===== config.mk =====
export PLATFORM = sky130hd
export DESIGN_NAME = mem_arbiter_flat
export DESIGN_NICKNAME = d
export VERILOG_FILES = /design/src/rtl/mem_arbiter_if.sv /design/src/rtl/mem_arbiter.sv /design/src/flat_wrapper.sv
export SDC_FILE = /design/constraint.sdc
export NUM_CORES = 1
export LEC_CHECK = 0
export CORE_UTILIZATION = 30
export CTS_CLUSTER_SIZE = 20
export DETAILED_ROUTE_END_ITERATION = 16
export PLACE_DENSITY = 0.65
export SETUP_SLACK_MARGIN = 0.02
export SLEW_MARGIN = 25
export SYNTH_ARGS = -nofsm -noshare
export SYNTH_HDL_FRONTEND = slang
export SYNTH_SLANG_ARGS = --single-unit
export TNS_END_PERCENT = 20

===== constraint.sdc =====
create_clock -name clk -period 1.9 [get_ports clk]
set_input_delay 0.38 -clock clk [delete_from_list [all_inputs] [get_ports clk]]
set_output_delay 0.38 -clock clk [all_outputs]
set_load 0.02 [all_outputs]

===== src/rtl/mem_arbiter_if.sv =====
// Bundles the CPU, loader and RAM-side signals of the program/data RAM arbiter.
// The slave modport is the arbiter's view. The master modport is the requester/RAM side.
interface mem_arbiter_if #(
  parameter int unsigned ADDR_W = 4,
  parameter int unsigned DATA_W = 8
);
  logic              cpu_req;
  logic              cpu_we;
  logic [ADDR_W-1:0] cpu_addr;
  logic [DATA_W-1:0] cpu_wdata;
  logic              cpu_gnt;
  logic [DATA_W-1:0] cpu_rdata;
  logic              cpu_rvalid;
  logic              cpu_stall;

  logic              ld_req;
  logic              ld_we;
  logic [ADDR_W-1:0] ld_addr;
  logic [DATA_W-1:0] ld_wdata;
  logic              ld_hold;
  logic              ld_gnt;
  logic [DATA_W-1:0] ld_rdata;
  logic              ld_rvalid;

  logic              mem_en;
  logic              mem_we;
  logic [ADDR_W-1:0] mem_addr;
  logic [DATA_W-1:0] mem_wdata;
  logic [DATA_W-1:0] mem_rdata;

  modport slave (
    input  cpu_req, cpu_we, cpu_addr, cpu_wdata,
    input  ld_req, ld_we, ld_addr, ld_wdata, ld_hold,
    input  mem_rdata,
    output cpu_gnt, cpu_rdata, cpu_rvalid, cpu_stall,
    output ld_gnt, ld_rdata, ld_rvalid,
    output mem_en, mem_we, mem_addr, mem_wdata
  );

  modport master (
    output cpu_req, cpu_we, cpu_addr, cpu_wdata,
    output ld_req, ld_we, ld_addr, ld_wdata, ld_hold,
    output mem_rdata,
    input  cpu_gnt, cpu_rdata, cpu_rvalid, cpu_stall,
    input  ld_gnt, ld_rdata, ld_rvalid,
    input  mem_en, mem_we, mem_addr, mem_wdata
  );
endinterface


===== src/rtl/mem_arbiter.sv =====
// Round-robin arbiter sharing the single-port RAM between the CPU and the program loader.
// The loader can claim exclusive ownership, which stalls the CPU sequencer.
module mem_arbiter #(
  parameter int unsigned ADDR_W = 4,
  parameter int unsigned DATA_W = 8
) (
  input logic           clk,
  input logic           rst,
  mem_arbiter_if.slave  bus
);

  typedef enum logic [1:0] {StRun, StDrain, StExcl} state_e;

  state_e            state_q, state_d;
  logic              last_ld_q, last_ld_d;
  logic              cpu_gnt_q, cpu_gnt_d;
  logic              ld_gnt_q, ld_gnt_d;
  logic              mem_en_q, mem_en_d;
  logic              mem_we_q, mem_we_d;
  logic [ADDR_W-1:0] mem_addr_q, mem_addr_d;
  logic [DATA_W-1:0] mem_wdata_q, mem_wdata_d;
  logic [DATA_W-1:0] cpu_rdata_q, cpu_rdata_d;
  logic              cpu_rvalid_q, cpu_rvalid_d;
  logic [DATA_W-1:0] ld_rdata_q, ld_rdata_d;
  logic              ld_rvalid_q, ld_rvalid_d;
  logic              cpu_stall_q, cpu_stall_d;
  // Read-owner tags: stage 1 covers the strobe cycle, stage 2 the RAM response cycle.
  logic              tag1_vld_q, tag1_vld_d, tag1_ld_q, tag1_ld_d;
  logic              tag2_vld_q, tag2_ld_q;

  logic cpu_rd_pending;
  logic cpu_elig, ld_elig;
  logic grant_cpu, grant_ld;

  assign cpu_rd_pending = (tag1_vld_q && !tag1_ld_q) || (tag2_vld_q && !tag2_ld_q);

  always_comb begin
    state_d = state_q;
    case (state_q)
      StRun: begin
        if (bus.ld_hold) state_d = cpu_rd_pending ? StDrain : StExcl;
      end
      StDrain: begin
        if (!bus.ld_hold)        state_d = StRun;
        else if (!cpu_rd_pending) state_d = StExcl;
      end
      StExcl: begin
        if (!bus.ld_hold) state_d = StRun;
      end
      default: state_d = StRun;
    endcase
  end

  // CPU may only win when the edge leaves us in RUN; a granted requester sits out one decision.
  always_comb begin
    cpu_elig  = bus.cpu_req && !cpu_gnt_q && (state_d == StRun);
    ld_elig   = bus.ld_req && !ld_gnt_q;
    grant_cpu = cpu_elig && (!ld_elig || last_ld_q);
    grant_ld  = ld_elig && !grant_cpu;
  end

  always_comb begin
    last_ld_d   = last_ld_q;
    cpu_gnt_d   = grant_cpu;
    ld_gnt_d    = grant_ld;
    mem_en_d    = grant_cpu || grant_ld;
    mem_we_d    = 1'b0;
    mem_addr_d  = '0;
    mem_wdata_d = '0;
    tag1_vld_d  = 1'b0;
    tag1_ld_d   = 1'b0;
    if (grant_cpu) begin
      last_ld_d   = 1'b0;
      mem_we_d    = bus.cpu_we;
      mem_addr_d  = bus.cpu_addr;
      mem_wdata_d = bus.cpu_wdata;
      tag1_vld_d  = !bus.cpu_we;
    end else if (grant_ld) begin
      last_ld_d   = 1'b1;
      mem_we_d    = bus.ld_we;
      mem_addr_d  = bus.ld_addr;
      mem_wdata_d = bus.ld_wdata;
      tag1_vld_d  = !bus.ld_we;
      tag1_ld_d   = 1'b1;
    end
  end

  always_comb begin
    cpu_rdata_d  = cpu_rdata_q;
    cpu_rvalid_d = 1'b0;
    ld_rdata_d   = ld_rdata_q;
    ld_rvalid_d  = 1'b0;
    if (tag2_vld_q) begin
      if (tag2_ld_q) begin
        ld_rdata_d  = bus.mem_rdata;
        ld_rvalid_d = 1'b1;
      end else begin
        cpu_rdata_d  = bus.mem_rdata;
        cpu_rvalid_d = 1'b1;
      end
    end
    cpu_stall_d = (state_d != StRun);
  end

  always_ff @(posedge clk) begin
    if (rst) begin
      state_q      <= StRun;
      last_ld_q    <= 1'b1;
      cpu_gnt_q    <= 1'b0;
      ld_gnt_q     <= 1'b0;
      mem_en_q     <= 1'b0;
      mem_we_q     <= 1'b0;
      mem_addr_q   <= '0;
      mem_wdata_q  <= '0;
      cpu_rdata_q  <= '0;
      cpu_rvalid_q <= 1'b0;
      ld_rdata_q   <= '0;
      ld_rvalid_q  <= 1'b0;
      cpu_stall_q  <= 1'b0;
      tag1_vld_q   <= 1'b0;
      tag1_ld_q    <= 1'b0;
      tag2_vld_q   <= 1'b0;
      tag2_ld_q    <= 1'b0;
    end else begin
      state_q      <= state_d;
      last_ld_q    <= last_ld_d;
      cpu_gnt_q    <= cpu_gnt_d;
      ld_gnt_q     <= ld_gnt_d;
      mem_en_q     <= mem_en_d;
      mem_we_q     <= mem_we_d;
      mem_addr_q   <= mem_addr_d;
      mem_wdata_q  <= mem_wdata_d;
      cpu_rdata_q  <= cpu_rdata_d;
      cpu_rvalid_q <= cpu_rvalid_d;
      ld_rdata_q   <= ld_rdata_d;
      ld_rvalid_q  <= ld_rvalid_d;
      cpu_stall_q  <= cpu_stall_d;
      tag1_vld_q   <= tag1_vld_d;
      tag1_ld_q    <= tag1_ld_d;
      tag2_vld_q   <= tag1_vld_q;
      tag2_ld_q    <= tag1_ld_q;
    end
  end

  assign bus.cpu_gnt    = cpu_gnt_q;
  assign bus.cpu_rdata  = cpu_rdata_q;
  assign bus.cpu_rvalid = cpu_rvalid_q;
  assign bus.cpu_stall  = cpu_stall_q;
  assign bus.ld_gnt     = ld_gnt_q;
  assign bus.ld_rdata   = ld_rdata_q;
  assign bus.ld_rvalid  = ld_rvalid_q;
  assign bus.mem_en     = mem_en_q;
  assign bus.mem_we     = mem_we_q;
  assign bus.mem_addr   = mem_addr_q;
  assign bus.mem_wdata  = mem_wdata_q;

endmodule

===== src/flat_wrapper.sv =====
// flat-port wrapper written by rule: the top's interface ports become plain ports
module mem_arbiter_flat 
#(
  parameter int unsigned ADDR_W = 4,
  parameter int unsigned DATA_W = 8
)
  (clk, rst, bus_cpu_req, bus_cpu_we, bus_cpu_addr, bus_cpu_wdata, bus_ld_req, bus_ld_we, bus_ld_addr, bus_ld_wdata, bus_ld_hold, bus_mem_rdata, bus_cpu_gnt, bus_cpu_rdata, bus_cpu_rvalid, bus_cpu_stall, bus_ld_gnt, bus_ld_rdata, bus_ld_rvalid, bus_mem_en, bus_mem_we, bus_mem_addr, bus_mem_wdata);
  mem_arbiter_if #(.ADDR_W(ADDR_W), .DATA_W(DATA_W)) bus_i ();
  input logic clk;
  input logic rst;
  input wire logic [$bits(bus_i.cpu_req)-1:0] bus_cpu_req;
  input wire logic [$bits(bus_i.cpu_we)-1:0] bus_cpu_we;
  input wire logic [$bits(bus_i.cpu_addr)-1:0] bus_cpu_addr;
  input wire logic [$bits(bus_i.cpu_wdata)-1:0] bus_cpu_wdata;
  input wire logic [$bits(bus_i.ld_req)-1:0] bus_ld_req;
  input wire logic [$bits(bus_i.ld_we)-1:0] bus_ld_we;
  input wire logic [$bits(bus_i.ld_addr)-1:0] bus_ld_addr;
  input wire logic [$bits(bus_i.ld_wdata)-1:0] bus_ld_wdata;
  input wire logic [$bits(bus_i.ld_hold)-1:0] bus_ld_hold;
  input wire logic [$bits(bus_i.mem_rdata)-1:0] bus_mem_rdata;
  output wire logic [$bits(bus_i.cpu_gnt)-1:0] bus_cpu_gnt;
  output wire logic [$bits(bus_i.cpu_rdata)-1:0] bus_cpu_rdata;
  output wire logic [$bits(bus_i.cpu_rvalid)-1:0] bus_cpu_rvalid;
  output wire logic [$bits(bus_i.cpu_stall)-1:0] bus_cpu_stall;
  output wire logic [$bits(bus_i.ld_gnt)-1:0] bus_ld_gnt;
  output wire logic [$bits(bus_i.ld_rdata)-1:0] bus_ld_rdata;
  output wire logic [$bits(bus_i.ld_rvalid)-1:0] bus_ld_rvalid;
  output wire logic [$bits(bus_i.mem_en)-1:0] bus_mem_en;
  output wire logic [$bits(bus_i.mem_we)-1:0] bus_mem_we;
  output wire logic [$bits(bus_i.mem_addr)-1:0] bus_mem_addr;
  output wire logic [$bits(bus_i.mem_wdata)-1:0] bus_mem_wdata;
  assign bus_i.cpu_req = bus_cpu_req;
  assign bus_i.cpu_we = bus_cpu_we;
  assign bus_i.cpu_addr = bus_cpu_addr;
  assign bus_i.cpu_wdata = bus_cpu_wdata;
  assign bus_i.ld_req = bus_ld_req;
  assign bus_i.ld_we = bus_ld_we;
  assign bus_i.ld_addr = bus_ld_addr;
  assign bus_i.ld_wdata = bus_ld_wdata;
  assign bus_i.ld_hold = bus_ld_hold;
  assign bus_i.mem_rdata = bus_mem_rdata;
  assign bus_cpu_gnt = bus_i.cpu_gnt;
  assign bus_cpu_rdata = bus_i.cpu_rdata;
  assign bus_cpu_rvalid = bus_i.cpu_rvalid;
  assign bus_cpu_stall = bus_i.cpu_stall;
  assign bus_ld_gnt = bus_i.ld_gnt;
  assign bus_ld_rdata = bus_i.ld_rdata;
  assign bus_ld_rvalid = bus_i.ld_rvalid;
  assign bus_mem_en = bus_i.mem_en;
  assign bus_mem_we = bus_i.mem_we;
  assign bus_mem_addr = bus_i.mem_addr;
  assign bus_mem_wdata = bus_i.mem_wdata;
  mem_arbiter #(.ADDR_W(ADDR_W), .DATA_W(DATA_W)) u_core (.clk(clk), .rst(rst), .bus(bus_i));
endmodule

# Word-level counts from Yosys, hierarchy flattened
# Index checks and enable logic that the tools add are counted.
dict set report op_classes {
  addsub 0
  multipliers 0
  n_div 0
  magnitude_cmp 0
  n_eq_ne 2
  shifts 0
  n_mux 19
  n_bitwise 2
  reduce_logical 26
}
# op count
set ops {}
lappend ops {{8-bit 2-to-1 mux} 2}
lappend ops {{2-bit 2-to-1 mux} 5}
lappend ops {{1-bit 2-to-1 mux} 9}
lappend ops {{1-bit logical NOT} 8}
lappend ops {{4-bit 2-to-1 mux} 2}
lappend ops {{1-bit logical AND} 7}
lappend ops {{2-bit one-hot mux with 3 select lines} 1}
lappend ops {{2-bit logical NOT} 2}
lappend ops {{2-bit AND reduction} 2}
lappend ops {{2-bit nonzero test} 2}
lappend ops {{2-bit OR reduction} 2}
lappend ops {{1-bit logical OR} 3}
lappend ops {{2-bit by 1-bit equality test with 1-bit output, second input constant} 1}
lappend ops {{2-bit equality test, second input constant} 1}
lappend ops {{1-bit inverter} 2}
dict set report totals {
  regBits 42
  latchBits 0
  ram_bits 0
  rom_bits 0
  out_inout_bits 35
  memories 0
}

# Logic depth before layout (Yosys ltp)
# Gate-level depths: netlist (run 1).
dict set report logic_depth {
  ltp_word 13
  ltp_mapped 5
  mapped_depth_nobuf 3
}

# Least setup slack after synthesis (run 1)
# No wires, ideal clock.
dict set report synth_timing {
  kind {input to register}
  startpoint {input bus_ld_hold}
  endpoint {register u_core.mem_addr_q[2] (netlist: u_core.bus.mem_addr[2])}
  setup_time_ns 0.088
  arrival_time_ns 1.165
  slack_ns 0.647
  stages 4
  path_buffers 1
  cell_sequence {a21bo_4 > a31o_4 > buf_6 > o32ai_2}
}
dict set report synth_between {
  elab_chain_len 9
  word_cells_on_any_way 11
}
# element line_no
set synth_lines {}
lappend synth_lines {{from (decl)} flat_wrapper.sv:19} ;# input wire logic [$bits(bus_i.ld_hold)-1:0] bus_ld_hold;
lappend synth_lines {{2-bit 2-to-1 mux, on equally long branches} {mem_arbiter.sv:48, mem_arbiter.sv:41, mem_arbiter.sv:44}}
lappend synth_lines {{2-bit one-hot mux with 3 select lines (*)} mem_arbiter.sv:39} ;# case (state_q)
lappend synth_lines {{2-bit logical NOT (*)} mem_arbiter.sv:56} ;# cpu_elig = bus.cpu_req && !cpu_gnt_q && (state_d == StRun);
lappend synth_lines {{1-bit logical AND (*)} mem_arbiter.sv:56}
lappend synth_lines {{1-bit logical AND (*)} mem_arbiter.sv:58} ;# grant_cpu = cpu_elig && (!ld_elig || last_ld_q);
lappend synth_lines {{1-bit logical NOT} mem_arbiter.sv:59} ;# grant_ld = ld_elig && !grant_cpu;
lappend synth_lines {{1-bit logical AND} mem_arbiter.sv:59}
lappend synth_lines {{4-bit 2-to-1 mux} mem_arbiter.sv:78} ;# end else if (grant_ld) begin
lappend synth_lines {{4-bit 2-to-1 mux (*)} mem_arbiter.sv:72} ;# if (grant_cpu) begin
lappend synth_lines {{to (signal assigned)} mem_arbiter.sv:131} ;# mem_addr_q <= mem_addr_d;
lappend synth_lines {{to (decl)} mem_arbiter.sv:20} ;# logic [ADDR_W-1:0] mem_addr_q, mem_addr_d;
# Every way passes the cells marked *; elsewhere a longest branch is shown, timed or not.
# A chain may end at the register's enable or synchronous reset.

# Final worst setup path (run 1)
dict set report layout_timing {
  startpoint {register u_core.cpu_rdata_q[0] (netlist: u_core.bus.cpu_rdata[0])}
  endpoint {output bus_cpu_rdata[0]}
}
# element line_no
set layout_lines {}
lappend layout_lines {{from (decl)} mem_arbiter.sv:22} ;# logic [DATA_W-1:0] cpu_rdata_q, cpu_rdata_d;
lappend layout_lines {{from (signal assigned)} mem_arbiter.sv:133} ;# cpu_rdata_q <= cpu_rdata_d;
lappend layout_lines {{to (decl)} flat_wrapper.sv:22} ;# output wire logic [$bits(bus_i.cpu_rdata)-1:0] bus_cpu_rdata;
# No word-level cell between the ends.

==> results by group, run 1 <==
Clock tree
  – Number of buffers inserted by hold repair at cts: 0
  – H-tree depth: 2
  – Post-CTS setup-driven buffer insertion count: 0
  – Clock Latency Late Sink: 0.30 ns
  – Cts bufs inserted: 5
  – Resize count post-CTS: 0
  – Maximum buffer depth of the clock tree: 2
  – CTS tree: done
  – Reg clk slew, reported paths: 0.08 ns
  – Clock Sinks: 42
  – Clk Tree Root Cell: clkbuf_8

Timing
  – Sum Neg Setup Slack: 0 ns
  – Slew at the pin closest to its max-slew limit: 0.521 ns
  – Peak clock frequency supported by timing: 0.610 GHz
  – Total count of hold-check failures in the final report: 0
  – Slew HR: 0.652
  – Min Tclk post-route: 1.64 ns
  – Period utilization: 0.862
  – RSZ-0062 raised after global routing: false
  – Final setup violation count: 0
  – Count of final max-slew check failures: 0
  – Skew final: 0.00842 ns

Synth
  – Warnings, synthesis: 0
  – Count of state elements after synthesis: 42
  – Mux share of post-synthesis cell area: 0
  – Synthesized area: 1590 sq um
  – Cell accounting for the most synthesized area: dfxtp_1
  – Synthesized Nets: 206
  – Xor/xnor share of the synthesized area: 0
  – Post-synth EDFFs: 0
  – Synthesized area divided by synthesized cell count: 9.52 sq um
  – Proportion of synthesized chip area in sequential cells: 0.529
  – Dominant cell by count in the synthesized netlist: dfxtp_1
  – Area fraction in compound gates after synthesis: 0.206
  – Ys async rst share: 0
  – Post-Synth Adder-Cell Area: 0
  – Number of standard cells after synthesis: 167
  – Leading cell types by count after synthesis: 42 x dfxtp_1, 26 x nand2_1, 18 x a21oi_1
  – Combinational family with the most area after synthesis: compound AO/OA/AOI/OAI gates
  – Basic-gate share of the synthesized area counting and, or, nand and nor cells: 0.194
  – Most used DFF post-synth: dfxtp_1
  – Biggest area contributors in the synthesized netlist: dfxtp_1 53%, o32ai_2 8.2%, nand2b_1 6.3%
  – Netlist cell types: 21
  – Top-area cell type share of the netlist area: 0.529

Detailed routing
  – Starting DRC count in detailed routing: 62
  – Number of iterations in the first detailed-routing pass: 4
  – Detail-routed via count per cell: 4.48
  – Detailed-route via count: 1384
  – Average wire per standard cell: 11.6 um
  – Routed WL: 3600 um
  – Residual antenna-violating net count after detailed routing: 0
  – DRC violations left: 0

Setup path
  – Worst Path Required: 1.52 ns
  – Maximum fanout count along the critical path: 2
  – Logic depth of the worst setup path including buffers: 1
  – Crit-path leading delay family: buffers and inverters
  – CP Capture Type: output pin
  – Startpoint of the most critical setup path: u_core.bus.cpu_rdata[0]$_SDFFE_PP0P_
  – Crit path arrival time: 1.26 ns
  – Critical-path cell with the highest stage delay: clkdlybuf4s50_1
  – Startpoint type of the worst setup path: flop
  – Crit Reg-Reg Startpoint: u_core.tag2_vld_q$_SDFF_PP0_
  – Reg2reg path depth: 3
  – Critical setup path kind: flop to output pin
  – CP cell instances: clkdlybuf4s50_1
  – CP peak stage delay: 0.61 ns
  – Number of buffer and inverter instances along the worst setup path: 1

Placement
  – RD Place Congestion: 0.774
  – DPL Wire Length: 2650 um
  – Number of buffers added on ports: 73
  – Post-detailed-placement cell area: 2360 sq um

Min path
  – Hold path cells: 2
  – Critical hold path startpoint: rst
  – Class of the tightest hold or removal check: input pin to flop

Die
  – Number of standard-cell rows in the floorplan: 26
  – Effective utilization at floorplan: 0.311
  – Total die area: 5600 sq um
  – Area of the placeable core: 5110 sq um
  – Number of I/O pins: 74
  – Die Height: 74.8 um
  – X dimension of the die: 74.8 um

Final layout
  – Area of all placed cells without fillers: 2470 sq um
  – Antenna diode count: 0
  – Fraction of layout instances using a drive strength above 1: 0.0962
  – Final net count: 277
  – Relative area change from synthesis to final layout: 55.4%
  – Utilization after layout: 0.484

Global routing
  – Overflow left after global routing: 0
  – Number of global-route vias before repair: 1319
  – Number of antenna violations at the first check in global routing: 0
  – Largest net degree at the start of global routing: 24
  – Total track usage: 0.140
  – First-pass GRT wire length: 5730 um

Power and ir drop
  – Total Power: 1.91 mW
  – Leakage: 0.898 nW
  – Power per cell area: 774 nW/um^2
  – Largest voltage drop on the vdd net: 0.393 mV

Flow run
  – Max cap viols: 0

Run status
  – Run status: finished, final reports clean
[registers in the layout (all words and copies together), names as in the netlist, 2 cells and up]
| signal | cells |
|---|---|
| u_core.bus.cpu_rdata | 8 |
| u_core.bus.ld_rdata | 8 |
| u_core.bus.mem_wdata | 8 |
| u_core.bus.mem_addr | 4 |
| u_core.state_q | 2 |
[cell families after synthesis]
| family | count (synthesis) |
|---|---|
| simple gates | 64 |
| flops | 42 |
| compound gates | 36 |
| buf+inv | 25 |
[through the flow]
stage / hold slack [ns] / cells / worst slack (ns)
global route: 0.400 / 309 / 0.215
finish: 0.399 / 309 / 0.262
global placement: 0.434 / 301 / 0.191
detailed placement: 0.447 / 301 / 0.122
CTS: 0.393 / 309 / 0.252
floorplan: 0.429 / 167 / 0.647
[cells in the final DEF (no fill, tap or decap), drive strengths merged, types with 2 or more instances in the layout]
cell type       n
a21oi          18
nand3           8
buf             4
nand2          26
dfxtp          42
o32ai          14
clkdlybuf4s50  72
nor2            6
clkbuf          6
inv            13
nor2b           4
nor3            2
nand2b         16
[power by group]
| group | switching (mW) | total [mW] | internal, mW | leakage, nW |
|---|---|---|---|---|
| registers | 0.0186 | 0.935 | 0.916 | 0.343 |
| logic | 0.127 | 0.288 | 0.161 | 0.504 |
| clock network | 0.297 | 0.689 | 0.392 | 0.0514 |
| total | 0.443 | 1.91 | 1.47 | 0.898 |
[metal layers]
layer | vias to the layer above | share of wire | wire length, um | track usage
met3 | 8 | 0.088 | 318 | 0.0428
met5 | - | 0 | 0 | 0
met2 | 61 | 0.48 | 1730 | 0.247
met4 | 0 | 0.022 | 78 | 0.0755
li1 | 695 | - | - | -
met1 | 620 | 0.41 | 1470 | 0.149
[area by class of cell]
class	count	area (sq um)
fillers	507	2640
repair buffers	76	748
flip-flops and latches	42	841
clock inverters	2	37.5
inverters	13	48.8
clock buffers	6	72.6
well taps	70	87.6
multi-input cells	100	636
[final timing paths]
| kind | to | slack, ns |
|---|---|---|
| worst max register to register | u_core.bus.cpu_rdata[4]$_SDFFE_PP0P_ | 0.57 |
| worst min-delay path | u_core.bus.ld_gnt$_SDFF_PP0_ | 0.40 |
| worst min register to register | u_core.bus.cpu_rdata[3]$_SDFFE_PP0P_ | 0.45 |
| worst max-delay path | bus_cpu_rdata[0] | 0.26 |
(Power assumes the default switching activity.)
==> run 2: changes to the inputs <==
- SETUP_SLACK_MARGIN: 0.02 -> default
==> results of run 2 <==
Same layout as run 1: the final DEF is identical, and so are final timing and power.
==> variant 1 (config.mk and constraints of run 2) <==
The 3 states of `state_e` get a one-hot encoding in 3 bits.
--- a/src/rtl/mem_arbiter.sv
+++ b/src/rtl/mem_arbiter.sv
@@ -9,7 +9,7 @@
   mem_arbiter_if.slave  bus
 );
 
-  typedef enum logic [1:0] {StRun, StDrain, StExcl} state_e;
+  typedef enum logic [2:0] {StRun = 3'b001, StDrain = 3'b010, StExcl = 3'b100} state_e;
 
   state_e            state_q, state_d;
   logic              last_ld_q, last_ld_d;
Function: same outputs for any inputs over 10 cycles, from zero or initial values and one cycle with rst high; not proved beyond that.
==> variant 1 against run 2 <==
Sequential power rose by 4.3%. Via count rose by 8.1%. Cell area rose by 2.5%. Clock power rose by 6.7%. Sequential share of layout area barely moved. Critical endpoint is now bus_ld_gnt. Core utilization rose by 0.89 points. Highest routed layer unchanged. Synthesized area rose by 1.1%. Clock skew fell by 0.0015 ns. Wire length rose by 5.1%. Sequential cell count rose by 1. Worst setup slack got worse by 0.055 ns. Fmax fell by 3.3%. Power rose by 8.5%.
==> variant 1: results (changes against run 2) <==
clk buf depth=2 (unchanged); largest net degree at the start of global routing=30 (+25%); DP Worst Slack=0.0870 ns (-0.0352 ns); Worst-Margin Slew=0.320 ns (-0.202 ns); wire length per cell=11.7 µm (+0.82%); Post-synth top flop=dfxtp_1; Sw Ratio=24.3% (+1.2 points); clock skew=0.00687 ns (-0.00154 ns); most instantiated cells after synthesis=dfxtp_1, nand2_1, a21oi_1; synth top area cells=dfxtp_1, a21oi_1, nand2_1; average via count per standard cell=4.65 (+3.7%); Final #Nets=290 (+4.7%); TritonRoute pass-1 iters=5 (+1); DP HPWL=2760 µm (+4.0%); first-pass GRT wire length=6150 µm (+7.3%); worst hold path class=reg -> reg; share of cells above drive strength 1=7.14% (-2.5 points); count of cell types in the netlist=25 (+19%); Post-Syn Nets=217 (+5.3%); critical path arrival=1.31 ns (+0.05 ns); metal1 wirelength=1550 µm (+5.4%); CP max stage delay=0.63 ns (+0.02 ns); First DRT Iteration DRCs=64 (+3.2%); GRT Util Overall=14.6% (+0.64 points); crit-path max FO=4 (+2); register area share after synthesis=53.5% (+0.67 points); Max rail drop VDD=0.426 mV (+8.6%); met3 Usage GRT=6.29% (+2.0 points); run status=complete, no violations; metal2 WL=1720 µm (-0.41%); routability cong.=0.756 (-2.3%); met2 usage=24.4% (-0.30 points); metal3 WL=440 µm (+38%); GR Layer Usage met1=16.1% (+1.2 points); P_leak=1.02 nW (+14%)
[variant 1: cell count changes after synthesis, sizes merged, moves of 3 or more]
cell	before	now
a21oi	18	30
a41o	0	13
clkbuf	3	7
inv	13	5
nand2	26	40
nand2b	16	3
nor2	6	3
nor3b	0	4
o32ai	14	0
[variant 1: final cells by class]
cell class,count,area [µm²]
fillers,548,2610
flip-flops and latches,43,861
repair buffers,80,796
multi-input cells,116,652
well taps,70,87.6
clock buffers,6,82.6
clock inverters,2,35.0
inverters,5,18.8
[variant 1: stage by stage]
| stage | instances | area (µm²) |
|---|---|---|
| after floorplan | 178 | 1610 |
| after global placement | 314 | 2410 |
| after detailed placement | 314 | 2410 |
| after CTS | 322 | 2530 |
| after global routing | 322 | 2530 |
| final | 322 | 2530 |
[variant 1: logic make-up (layout without fill, tap and decap cells)]
| kind of cell | count (synthesis) | count (layout) | synth area share (%) |
|---|---|---|---|
| simple gates | 64 | 64 | 18.4 |
| compound gates | 50 | 50 | 21.0 |
| flops | 43 | 43 | 53.5 |
| buf+inv | 19 | 93 | 5.91 |
| xor+xnor | 2 | 2 | 1.09 |
[variant 1: power by group through the flow]
stage                     Combinational (W)  Sequential, W  Clock, W
after floorplan                    0.000140        0.00104         0
after global placement             0.000364       0.000999         0
after detailed placement           0.000368       0.000997         0
after CTS                          0.000369       0.000976  0.000759
after global routing               0.000398       0.000982  0.000789
final                              0.000364       0.000975  0.000735
[variant 1: worst paths after layout]
path                            slack [ns]  cells after the start              start                 endpoint
worst min-delay path                  0.45                      2   u_core.tag1_ld_q         u_core.tag2_ld_q
worst max-delay path                  0.21                      1  u_core.bus.ld_gnt               bus_ld_gnt
worst max register to register        0.57                      4  u_core.state_q[1]  u_core.bus.mem_wdata[3]
worst min register to register        0.45                      2   u_core.tag1_ld_q         u_core.tag2_ld_q
==> variant 2 (settings of run 2) <==
Without the edit above. `DATA_W` is set to 8 in 3 places; all go to 6.
--- a/src/rtl/mem_arbiter_if.sv
+++ b/src/rtl/mem_arbiter_if.sv
@@ -2,7 +2,7 @@
 // The slave modport is the arbiter's view. The master modport is the requester/RAM side.
 interface mem_arbiter_if #(
   parameter int unsigned ADDR_W = 4,
-  parameter int unsigned DATA_W = 8
+  parameter int unsigned DATA_W = 6
 );
   logic              cpu_req;
   logic              cpu_we;
--- a/src/rtl/mem_arbiter.sv
+++ b/src/rtl/mem_arbiter.sv
@@ -2,7 +2,7 @@
 // The loader can claim exclusive ownership, which stalls the CPU sequencer.
 module mem_arbiter #(
   parameter int unsigned ADDR_W = 4,
-  parameter int unsigned DATA_W = 8
+  parameter int unsigned DATA_W = 6
 ) (
   input logic           clk,
   input logic           rst,
--- a/src/flat_wrapper.sv
+++ b/src/flat_wrapper.sv
@@ -2,7 +2,7 @@
 module mem_arbiter_flat 
 #(
   parameter int unsigned ADDR_W = 4,
-  parameter int unsigned DATA_W = 8
+  parameter int unsigned DATA_W = 6
 )
   (clk, rst, bus_cpu_req, bus_cpu_we, bus_cpu_addr, bus_cpu_wdata, bus_ld_req, bus_ld_we, bus_ld_addr, bus_ld_wdata, bus_ld_hold, bus_mem_rdata, bus_cpu_gnt, bus_cpu_rdata, bus_cpu_rvalid, bus_cpu_stall, bus_ld_gnt, bus_ld_rdata, bus_ld_rvalid, bus_mem_en, bus_mem_we, bus_mem_addr, bus_mem_wdata);
   mem_arbiter_if #(.ADDR_W(ADDR_W), .DATA_W(DATA_W)) bus_i ();
Ports: changed (6 resized); port bits go from 74 to 62. The function was not compared with the original's and may differ.
==> variant 2 against run 2 <==
Power is 16% lower. Core utilization is 0.32 points higher. Non-clock buffer count is 9 lower. Synthesized area is 14% lower. Cell area decreased by 14%. Critical path type unchanged. Final cell count is 17% lower. Global-route usage fell by 1.3 points. Combinational power fell by 11%. Die area down 14%. Wire length fell by 21%. Sequential cell count decreased by 6. Critical endpoint is now bus_ld_gnt. Clock skew fell by 0.0070 ns. Worst setup slack better by 0.030 ns.
==> variant 2: results (changes against run 2) <==
vias in the first global route=1108 (-16%); critical path arrival=1.23 ns (-0.03 ns); DP Worst Slack=0.164 ns (+0.0418 ns); sequential cell power=0.000802 W (-14%); diode count=0 (unchanged); Filler cells=427 (-16%); Post-CTS Resized=0 (unchanged); worst skew pair latency=0.28 ns (-0.02 ns); yosys warns=0 (unchanged); synth top area cells=dfxtp_1, o32ai_2, nand2b_1; Synth Area in XOR/XNOR=0% (unchanged); first-pass GRT wire length=4720 µm (-18%); worst hold path class=reg -> reg; wire length per cell=11.0 µm (-5.9%); CP max-delay cell=clkdlybuf4s50_1; GRT Util Overall=12.7% (-1.3 points); post-CTS setup buffers=0 (unchanged); Post-Syn Nets=174 (-16%); mux share of post-synthesis cell area=0% (unchanged); most instantiated cells after synthesis=dfxtp_1, nand2_1, a21oi_1, nand2b_1, inv_1; register area share after synthesis=52.8% (about the same); TritonRoute pass-1 iters=5 (+1); clock-pin slew on the worst setup and hold paths=0.07 ns; DP HPWL=2080 µm (-22%); Max rail drop VDD=0.283 mV (-28%); share of cells above drive strength 1=11.2% (+1.5 points); initial antenna violation count=0 (unchanged); Final #Nets=238 (-14%); CP max stage delay=0.61 ns (about the same); Post-DP Area=2030 µm² (-14%); count of cell types in the netlist=22 (+4.8%); P_comb=0.000255 W (-11%); Vias=1140 (-18%); root buffer cell=clkbuf_8; Synth Area in Compound Gates=20.9% (+0.30 points); switching power=0.000377 W (-15%); crit-path max FO=2 (unchanged); clk buf depth=2 (unchanged); routability cong.=0.766 (-1.0%); largest net degree at the start of global routing=22 (-8.3%); H-tree depth=2 (unchanged); Rel. slew slack=77.4% (+12 points); First DRT Iteration DRCs=46 (-26%); delay-heaviest family, CP=buffers and inverters; clock buffer count from CTS=5 (unchanged); Post-synth ARST share=0% (unchanged); P_leak=0.785 nW (-13%); run status=complete, no violations; IO Port Bufs=61 (-16%); Synth Area in Adders=0% (unchanged); clock skew=0.00141 ns (-0.00700 ns)
## variant 2: changes by cell type in the layout (fill, tap and decap cells not counted), moves of 2 or more
| cell | change |
|---|---|
| clkdlybuf4s50_1 | -11 |
| dfxtp_1 | -6 |
| nand2_1 | -6 |
| a21oi_1 | -4 |
| buf_4 | +3 |
| inv_1 | -2 |
| nand2b_1 | -2 |
| nand3_1 | -2 |
| o32ai_1 | -2 |
## variant 2: through the flow
stage               cells  hold slack, ns  power [W]  utilization (%)
floorplan             141           0.429   0.000944                -
global placement      250           0.434    0.00108             46.6
detailed placement    250           0.445    0.00108             46.6
CTS                   258           0.458    0.00163             48.7
global route          258           0.475    0.00168             48.7
finish                258           0.455    0.00160             48.7
## variant 2: layer usage
metal | vias to the layer above | share of wire [%] | wire length [µm] | GRT usage [%]
li1 | 595 | - | - | -
met1 | 493 | 42 | 1190 | 13.0
met2 | 47 | 46 | 1310 | 21.6
met3 | 5 | 9.9 | 281 | 6.10
met4 | 0 | 1.6 | 44 | 6.12
met5 | - | 0 | 0 | 0
## variant 2: path summary, 6_finish.rpt
check | from | endpoint | slack, ns | depth (start not counted)
worst max-delay path | u_core.bus.ld_gnt | bus_ld_gnt | 0.29 | 1
worst min-delay path | u_core.bus.ld_rdata[3] | u_core.bus.ld_rdata[3] | 0.45 | 2
worst max register to register | u_core.tag2_ld_q | u_core.state_q[0] | 0.72 | 3
worst min register to register | u_core.bus.ld_rdata[3] | u_core.bus.ld_rdata[3] | 0.45 | 2
## variant 2: area by class of cell
class	count	area, µm²	area share, %
Sequential cell	36	721	34.0
Timing Repair Buffer	67	656	30.9
Multi-Input combinational cell	84	548	25.8
Clock buffer	8	90.1	4.25
Tap cell	52	65.1	3.07
Inverter	11	41.3	1.95
